[src/rtl/bombman_pkg.sv]
`default_nettype none
// ============================================================================
//  Module      : bombman_pkg
//  Description : Shared constants, command encoding, FSM state codes and the
//                grid address helper for the arena move sequencer.
//  Revision    : 1.0 - initial release
// ============================================================================
package bombman_pkg;

    // Cells per grid side; cell address = x*GRID + y (x = row, y = column)
    localparam int GRID = 10;

    // Arena cell codes
    localparam logic [1:0] CELL_EMPTY = 2'd0;
    localparam logic [1:0] CELL_WALL  = 2'd1;
    localparam logic [1:0] CELL_PA    = 2'd2;
    localparam logic [1:0] CELL_PB    = 2'd3;

    // Bomb cell codes
    localparam logic [1:0] BOMB_NONE  = 2'd0;
    localparam logic [1:0] BOMB_NEW   = 2'd3;

    // Player commands; encodings 5..7 are reserved
    typedef enum logic [2:0] {
        CMD_UP    = 3'd0,
        CMD_DOWN  = 3'd1,
        CMD_LEFT  = 3'd2,
        CMD_RIGHT = 3'd3,
        CMD_BOMB  = 3'd4
    } cmd_e;

    // Sequencer FSM state codes
    localparam logic [2:0] ST_IDLE   = 3'd0;
    localparam logic [2:0] ST_FETCH  = 3'd1;
    localparam logic [2:0] ST_CHECK  = 3'd2;
    localparam logic [2:0] ST_WR_NEW = 3'd3;
    localparam logic [2:0] ST_WR_OLD = 3'd4;

    // Linear cell address in 7 bits
    function automatic logic [6:0] cell_addr(input logic [3:0] x,
                                             input logic [3:0] y,
                                             input int         grid);
        return (7'(x) * 7'(grid)) + 7'(y);
    endfunction

endpackage : bombman_pkg
`default_nettype wire

[src/rtl/rr_arb2.sv]
`default_nettype none
// ============================================================================
//  Module      : rr_arb2
//  Description : Two-way round-robin arbiter. When both requesters are active
//                the one not granted most recently wins. The priority pointer
//                only moves when advance is high (a grant was taken).
//  Revision    : 1.0 - initial release
// ============================================================================
module rr_arb2 (
    input  logic       clk,
    input  logic       rst,
    input  logic [1:0] req,
    input  logic       advance,
    output logic [1:0] grant
);

    // 0 = requester 0 has priority, 1 = requester 1 has priority
    logic r_prio_1;

    // Grant selection: single requester wins outright, contention uses pointer
    always_comb begin
        grant = req;
        if (req == 2'b11) begin
            grant = r_prio_1 ? 2'b10 : 2'b01;
        end
    end

    // Pointer hands priority to the requester that was not just served
    always_ff @(posedge clk) begin
        if (rst) begin
            r_prio_1 <= 1'b0;
        end else if (advance) begin
            r_prio_1 <= grant[0];
        end
    end

endmodule : rr_arb2
`default_nettype wire

[src/rtl/arena_move_sequencer.sv]
`default_nettype none
// ============================================================================
//  Module      : arena_move_sequencer
//  Description : Serialises player A / player B move and bomb requests onto
//                the shared arena/bomb grid. Round-robin arbitration, then a
//                read-check-write sequence against the registered-read grid
//                memory, with both player positions tracked locally.
//  Revision    : 1.0 - initial release
// ============================================================================
module arena_move_sequencer
    import bombman_pkg::*;
#(
    parameter logic [3:0] AX0 = 4'd0,
    parameter logic [3:0] AY0 = 4'd0,
    parameter logic [3:0] BX0 = 4'd9,
    parameter logic [3:0] BY0 = 4'd9
) (
    input  logic       clk,
    input  logic       rst,
    input  logic       enable,
    input  logic       a_valid,
    input  logic [2:0] a_cmd,
    output logic       a_ready,
    input  logic       b_valid,
    input  logic [2:0] b_cmd,
    output logic       b_ready,
    output logic [6:0] rd_addr,
    input  logic [1:0] rd_arena,
    input  logic [1:0] rd_bomb,
    output logic [6:0] wr_addr,
    output logic       wr_arena_en,
    output logic [1:0] wr_arena,
    output logic       wr_bomb_en,
    output logic [1:0] wr_bomb,
    output logic [3:0] pos_ax,
    output logic [3:0] pos_ay,
    output logic [3:0] pos_bx,
    output logic [3:0] pos_by,
    output logic       done,
    output logic       done_player,
    output logic       done_ok
);

    localparam logic [3:0] c_LAST = 4'(GRID - 1);

    // ------------------------------------------------------------------------
    // Registered state
    // ------------------------------------------------------------------------
    logic [2:0] r_state;
    logic       r_player;      // 0 = A, 1 = B for the request in flight
    logic       r_is_bomb;
    logic [3:0] r_tx;
    logic [3:0] r_ty;
    logic [6:0] r_taddr;       // target cell of a move
    logic [6:0] r_oaddr;       // own (old) cell of the requester
    logic [6:0] r_rd_addr;
    logic       r_quick_done;  // immediate reject (off-grid / reserved)
    logic [3:0] r_ax;
    logic [3:0] r_ay;
    logic [3:0] r_bx;
    logic [3:0] r_by;

    // ------------------------------------------------------------------------
    // Combinational signals
    // ------------------------------------------------------------------------
    logic [1:0] w_req;
    logic [1:0] w_grant;
    logic       w_gnt;
    logic       w_gplayer;
    logic [2:0] w_gcmd;
    logic [3:0] w_ox;
    logic [3:0] w_oy;
    logic [3:0] w_tx;
    logic [3:0] w_ty;
    logic       w_offgrid;
    logic       w_reserved;
    logic       w_is_bomb;
    logic [6:0] w_taddr;
    logic [6:0] w_oaddr;
    logic       w_move_ok;
    logic       w_bomb_ok;

    // Requests are only visible to the arbiter while idle and enabled, so
    // ready can never rise mid-sequence and a held request is never lost.
    assign w_req = (r_state == ST_IDLE && enable && !rst) ? {b_valid, a_valid} : 2'b00;

    rr_arb2 u_arb (
        .clk     (clk),
        .rst     (rst),
        .req     (w_req),
        .advance (w_gnt),
        .grant   (w_grant)
    );

    assign w_gnt     = |w_grant;
    assign w_gplayer = w_grant[1];
    assign w_gcmd    = w_gplayer ? b_cmd : a_cmd;
    assign w_ox      = w_gplayer ? r_bx : r_ax;
    assign w_oy      = w_gplayer ? r_by : r_ay;
    assign w_is_bomb = (w_gcmd == CMD_BOMB);

    // Target coordinate; edge tests happen before any subtract/add so the
    // 4-bit coordinates never wrap.
    always_comb begin
        w_tx       = w_ox;
        w_ty       = w_oy;
        w_offgrid  = 1'b0;
        w_reserved = 1'b0;
        case (w_gcmd)
            CMD_UP: begin
                if (w_ox == 4'd0) w_offgrid = 1'b1;
                else              w_tx = w_ox - 4'd1;
            end
            CMD_DOWN: begin
                if (w_ox >= c_LAST) w_offgrid = 1'b1;
                else                w_tx = w_ox + 4'd1;
            end
            CMD_LEFT: begin
                if (w_oy == 4'd0) w_offgrid = 1'b1;
                else              w_ty = w_oy - 4'd1;
            end
            CMD_RIGHT: begin
                if (w_oy >= c_LAST) w_offgrid = 1'b1;
                else                w_ty = w_oy + 4'd1;
            end
            CMD_BOMB: begin
                w_tx = w_ox;
            end
            default: begin
                w_reserved = 1'b1;
            end
        endcase
    end

    assign w_taddr   = cell_addr(w_tx, w_ty, GRID);
    assign w_oaddr   = cell_addr(w_ox, w_oy, GRID);
    assign w_move_ok = (rd_arena == CELL_EMPTY) && (rd_bomb == BOMB_NONE);
    assign w_bomb_ok = (rd_bomb == BOMB_NONE);

    // ------------------------------------------------------------------------
    // Outputs
    // ------------------------------------------------------------------------
    assign a_ready     = w_grant[0];
    assign b_ready     = w_grant[1];
    assign rd_addr     = r_rd_addr;
    assign pos_ax      = r_ax;
    assign pos_ay      = r_ay;
    assign pos_bx      = r_bx;
    assign pos_by      = r_by;
    assign done_player = r_player;

    // Write strobes and completion flags decoded from the current state
    always_comb begin
        wr_addr     = 7'd0;
        wr_arena_en = 1'b0;
        wr_arena    = CELL_EMPTY;
        wr_bomb_en  = 1'b0;
        wr_bomb     = BOMB_NONE;
        done        = r_quick_done;
        done_ok     = 1'b0;
        case (r_state)
            ST_CHECK: begin
                if (r_is_bomb) begin
                    done = 1'b1;
                    if (w_bomb_ok) begin
                        wr_bomb_en = 1'b1;
                        wr_bomb    = BOMB_NEW;
                        wr_addr    = r_oaddr;
                        done_ok    = 1'b1;
                    end
                end else if (!w_move_ok) begin
                    done = 1'b1;
                end
            end
            ST_WR_NEW: begin
                wr_arena_en = 1'b1;
                wr_addr     = r_taddr;
                wr_arena    = r_player ? CELL_PB : CELL_PA;
            end
            ST_WR_OLD: begin
                wr_arena_en = 1'b1;
                wr_addr     = r_oaddr;
                wr_arena    = CELL_EMPTY;
                done        = 1'b1;
                done_ok     = 1'b1;
            end
            default: begin
                wr_arena_en = 1'b0;
            end
        endcase
    end

    // ------------------------------------------------------------------------
    // Sequencer FSM: grant, fetch, check, write new cell, clear old cell
    // ------------------------------------------------------------------------
    always_ff @(posedge clk) begin
        if (rst) begin
            r_state      <= ST_IDLE;
            r_player     <= 1'b0;
            r_is_bomb    <= 1'b0;
            r_tx         <= 4'd0;
            r_ty         <= 4'd0;
            r_taddr      <= 7'd0;
            r_oaddr      <= 7'd0;
            r_rd_addr    <= 7'd0;
            r_quick_done <= 1'b0;
            r_ax         <= AX0;
            r_ay         <= AY0;
            r_bx         <= BX0;
            r_by         <= BY0;
        end else begin
            r_quick_done <= 1'b0;
            case (r_state)
                ST_IDLE: begin
                    if (w_gnt) begin
                        r_player  <= w_gplayer;
                        r_is_bomb <= w_is_bomb;
                        r_tx      <= w_tx;
                        r_ty      <= w_ty;
                        r_taddr   <= w_taddr;
                        r_oaddr   <= w_oaddr;
                        if (w_offgrid || w_reserved) begin
                            // Rejected without touching the grid
                            r_quick_done <= 1'b1;
                        end else begin
                            r_rd_addr <= w_is_bomb ? w_oaddr : w_taddr;
                            r_state   <= ST_FETCH;
                        end
                    end
                end
                ST_FETCH: begin
                    r_state <= ST_CHECK;
                end
                ST_CHECK: begin
                    if (!r_is_bomb && w_move_ok) r_state <= ST_WR_NEW;
                    else                         r_state <= ST_IDLE;
                end
                ST_WR_NEW: begin
                    r_state <= ST_WR_OLD;
                end
                ST_WR_OLD: begin
                    if (r_player) begin
                        r_bx <= r_tx;
                        r_by <= r_ty;
                    end else begin
                        r_ax <= r_tx;
                        r_ay <= r_ty;
                    end
                    r_state <= ST_IDLE;
                end
                default: begin
                    r_state <= ST_IDLE;
                end
            endcase
        end
    end

endmodule : arena_move_sequencer
`default_nettype wire

[config.mk]
export PLATFORM = sky130hd
export DESIGN_NAME = arena_move_sequencer
export DESIGN_NICKNAME = d
export VERILOG_FILES = /design/src/rtl/bombman_pkg.sv /design/src/rtl/rr_arb2.sv /design/src/rtl/arena_move_sequencer.sv
export SDC_FILE = /design/constraint.sdc
export NUM_CORES = 1
export LEC_CHECK = 0
export ABC_AREA = 1
export CORE_ASPECT_RATIO = 1.75
export CORE_MARGIN = 2
export CORE_UTILIZATION = 50
export DETAILED_ROUTE_END_ITERATION = 16
export GPL_TIMING_DRIVEN = 0
export PLACE_DENSITY = 0.83
export SLEW_MARGIN = 30
export SYNTH_ARGS = -nofsm -noshare
export SYNTH_HDL_FRONTEND = slang
export SYNTH_HIERARCHICAL = 1
export SYNTH_SLANG_ARGS = --single-unit
[constraint.sdc]
create_clock -name clk -period 15.2 [get_ports clk]
set_input_delay 3.04 -clock clk [delete_from_list [all_inputs] [get_ports clk]]
set_output_delay 3.04 -clock clk [all_outputs]
set_load 0.005 [all_outputs]
==> results.env <==
RESULT_OF_THE_RUN='finished clean'
GRT_OVF=0
MAX_CAP_VIOLATIONS=0
CTS_SETUP_BUFFERS=0
DR.FIRST_ITER.DRC_COUNT=156
CRITPATHARRIVALTIME_NS=5.53
MOSTFREQUENTLAYOUTCELL='nand2_1'
ANT_DIODES=0
IO_PINS=56
YOSYS_WARNINGS=6
LARGEST_NET_DEGREE_AT_THE_START_OF_GLOBAL_ROUTING=18
NETLIST_INSTANCES=512
POST_CTS_HOLD_BUFFER_COUNT=0
MAXSLEWVIOLCOUNT=0
BUFFER_PORTS.INSERTED=55
POST_SYNTH_INSTANCE_AREA_UM2=3443
SETUP_VIOLATIONS=0
FIRST_GLOBAL_VIAS=3581
NETLIST-CELL-TYPE-COUNT=37
SYNTH.LARGEST_AREA_CELL='dfxtp_1'
CRIT_REQUIRED_NS=12.16
FILLER_CELL_COUNT=633
CLOCK_TREE.BUFFER_DEPTH=2
CTS_ROOT_BUF='clkbuf_16'
TRITONCTS='built'
POSTSYNTH.ASYNCRESETSHARE_PCT=0
CTS_INSERTED_BUFFERS=5
SYNTH_FP_NETS=549
GRT.TOTAL_USAGE_PCT=27.02
AREA_GROWTH_SYN_TO_LAYOUT_PCT=23.36
HPWLAFTERDP_MM=7.597
CLOCK.FMAX_GHz=0.1166
DRCVIOLATIONCOUNT=0
PLACE_WORST_SETUP_SLACK_NS=6.439
DIE_W_UM=66.73
SYNTH_SIMPLE_GATE_AREA_SHARE_PCT=28.56
TOTALNEGATIVESETUPSLACK_NS=0
DP_CELLS=651
VIAS_PER_INST=5.363
HP-START='r_oaddr[0]'
SYNTH_XOR_AREA_SHARE_PCT=1.781
YS_SEQ_AREA_SHARE_PCT=29.65
DETAIL_ROUTE.WL_PER_CELL_UM=14.30
NNETSFINAL=611
LAYOUT-DRIVE-GT1-SHARE_PCT=10.26
P_LEAK_nW=1.981
AREA_FRACTION_IN_COMPOUND_GATES_AFTER_SYNTHESIS_PCT=18.06
TOTAL_DIE_AREA_UM2=7593
FF2FF_PATH_DEPTH=32
TIMING_HOLD_VIOLATIONS_FINAL=0
VDD.IR_DROP.WORST_mV=0.08321
CELLPOWERDENSITY_nW_PER_UM2=86.14
LAYOUT_COMMON_CELLS='nand2_1 (111), inv_1 (82), clkdlybuf4s50_1 (55), dfxtp_1 (51), o21ai_0 (41)'
DR.PASS1.ITERS=4
CELL_TYPES_OCCUPYING_THE_MOST_AREA_AFTER_SYNTHESIS='dfxtp_1 (30%), nand2_1 (12%), inv_1 (8.9%), ha_1 (6.5%), o21ai_0 (6.0%)'
GRT_ANTENNA_BEFORE_REPAIR=0
TOTALPOWERFINAL_mW=0.3659
CTS_REPAIR_RESIZE_COUNT=0
HOLD_CLASS='reg2reg'
SYNTHADDERAREAFRAC_PCT=8.866
MUXSHAREOFSYNTHAREA_PCT=0.2907
NUMCLOCKSINKS=51
ANTENNA_LEFT=0
CAPTURING_ELEMENT_TYPE_OF_THE_CRITICAL_PATH='output port'
SYNTHFLOPTYPE='dfxtp_1'
CLK_LATENCY_NS=0.30
ROUTE.VIAS.TOTAL=3534
GRT_FIRST_PASS_WIRELENGTH_MM=15.83
FINAL.PERIOD_UTILIZATION_PCT=56.41
STARTPOINT_TYPE='input pin'
TIGHTEST_SLEW_NS=0.6001
HOLD-PATH-CELL-COUNT=2
WORST_SLACK_NS=6.626
SLEW_HEADROOM_PCT=59.72
R2R_PATH_START='r_state[0]'
PLACEMENTROWS=40
SETUP.WORST_PATH.CLASS='in2out'
GRT_SETUP_UNREPAIRED='no'
LAYOUT.AREA.SEQ_UM2=1021
FIN_WORST_SKEW_NS=0.006395
CLK_PIN_SLEW_WORST_PATHS_NS=0.07
FINALWIRELENGTH_MM=9.426
FINAL.MIN_CLOCK_PERIOD_NS=8.574
POST_SYNTH_EDFFS=0
FINALNONFILLERCELLS=659
FOOTPRINT_OF_THE_MULTI_INPUT_GATES_UM2=1982
DOMINANT_COMBINATIONAL_CELL_FAMILY_BY_AREA_AFTER_SYNTHESIS='simple AND/OR/NAND/NOR gates'
YOSYSTOPAREACELLSHARE_PCT=29.65
NUMBER_OF_REGISTER_BITS_INFERRED_BY_SYNTHESIS=51
SYNTHESIS.AREA_PER_INSTANCE_UM2=6.725
FLOORPLAN.DIE.HEIGHT_UM=113.8
CORE_AREA_UM2=6756
CTS_MAX_LEVEL=2
STARTING_UTILIZATION_OF_THE_CORE_AREA_PCT=50.96
CRIT_FANOUT=10
STARTPOINT='rst'
GPL.FINAL_WEIGHTED_CONGESTION=0.9807
==> critical path, cell delays in order <==
cell and delay, ns:
clkdlybuf4s50_1 0.43, clkbuf_1 0.20, inv_1 0.26, clkbuf_1 0.43, nand3_1 0.16, nor2_1 0.14
a21boi_0 0.30, clkdlybuf4s50_1 0.57
==> per-layer routing <==
metal	global-route usage (%)	up-vias	wire length [um]
met1	26.56	1628	3451
met4	16.87	0	552
li1	-	1762	-
met5	0	-	0
met2	50.20	103	5052
met3	4.438	41	369
==> Yosys cell counts, types with 6 or more instances <==
cell / number
nor2_1: 36
o211ai_1: 7
nor3_1: 6
clkbuf_1: 7
nand3_1: 30
o21ai_0: 41
nand2_1: 111
nand2_2: 13
inv_1: 82
a21oi_1: 35
inv_2: 6
o21ai_1: 8
ha_1: 18
dfxtp_1: 51
==> where the power goes <==
| group | total, mW | leakage, nW | switching [mW] | internal [mW] |
|---|---|---|---|---|
| logic | 0.101 | 1.50 | 0.0634 | 0.0375 |
| registers | 0.151 | 0.415 | 0.00642 | 0.145 |
| clock network | 0.114 | 0.0664 | 0.0522 | 0.0616 |
| total | 0.366 | 1.98 | 0.122 | 0.244 |
==> state kept, by name (all words and copies together) (netlist names) <==
signal and flops:
r_state 3, r_quick_done 1, pos_by 4, pos_ax 4, r_ty 4, r_tx 4
r_oaddr 7, rd_addr 7, u_arb/r_prio_1 1, pos_bx 4, pos_ay 4, r_taddr 6
done_player 1, r_is_bomb 1
==> worst paths after layout <==
| check | slack [ns] | endpoint |
|---|---|---|
| max | 6.63 | b_ready |
| min | 0.45 | r_oaddr[0] |
| max reg2reg | 10.04 | rd_addr[6] |
| min reg2reg | 0.45 | r_oaddr[0] |
==> metrics by stage <==
| stage | util [%] | area, um2 | hold slack [ns] |
|---|---|---|---|
| floorplan | - | 3443 | 0.4246 |
| global placement | 60.67 | 4099 | 0.4357 |
| detailed placement | 60.67 | 4099 | 0.4403 |
| CTS | 62.87 | 4248 | 0.4501 |
| global route | 62.87 | 4248 | 0.4776 |
| finish | 62.87 | 4248 | 0.4501 |
==> cells by family after synthesis <==
logic type               count (synthesis)
XOR/XNOR                                 7
AO/OA/AOI/OAI                          110
AND/OR/NAND/NOR                        215
adder cells (fa/ha/maj)                 22
flip-flops                              51
buffers and inverters                  106
multiplexers                             1
==> layout make-up <==
class,instances,share of cell area (%)
Clock inverter,3,0.5596
Tap cell,84,2.474
Clock buffer,5,2.946
Sequential cell,51,24.04
Multi-Input combinational cell,355,46.66
Inverter,90,8.071
Buffer,16,2.297
Timing Repair Buffer,55,12.96
(Power assumes the default switching activity.)
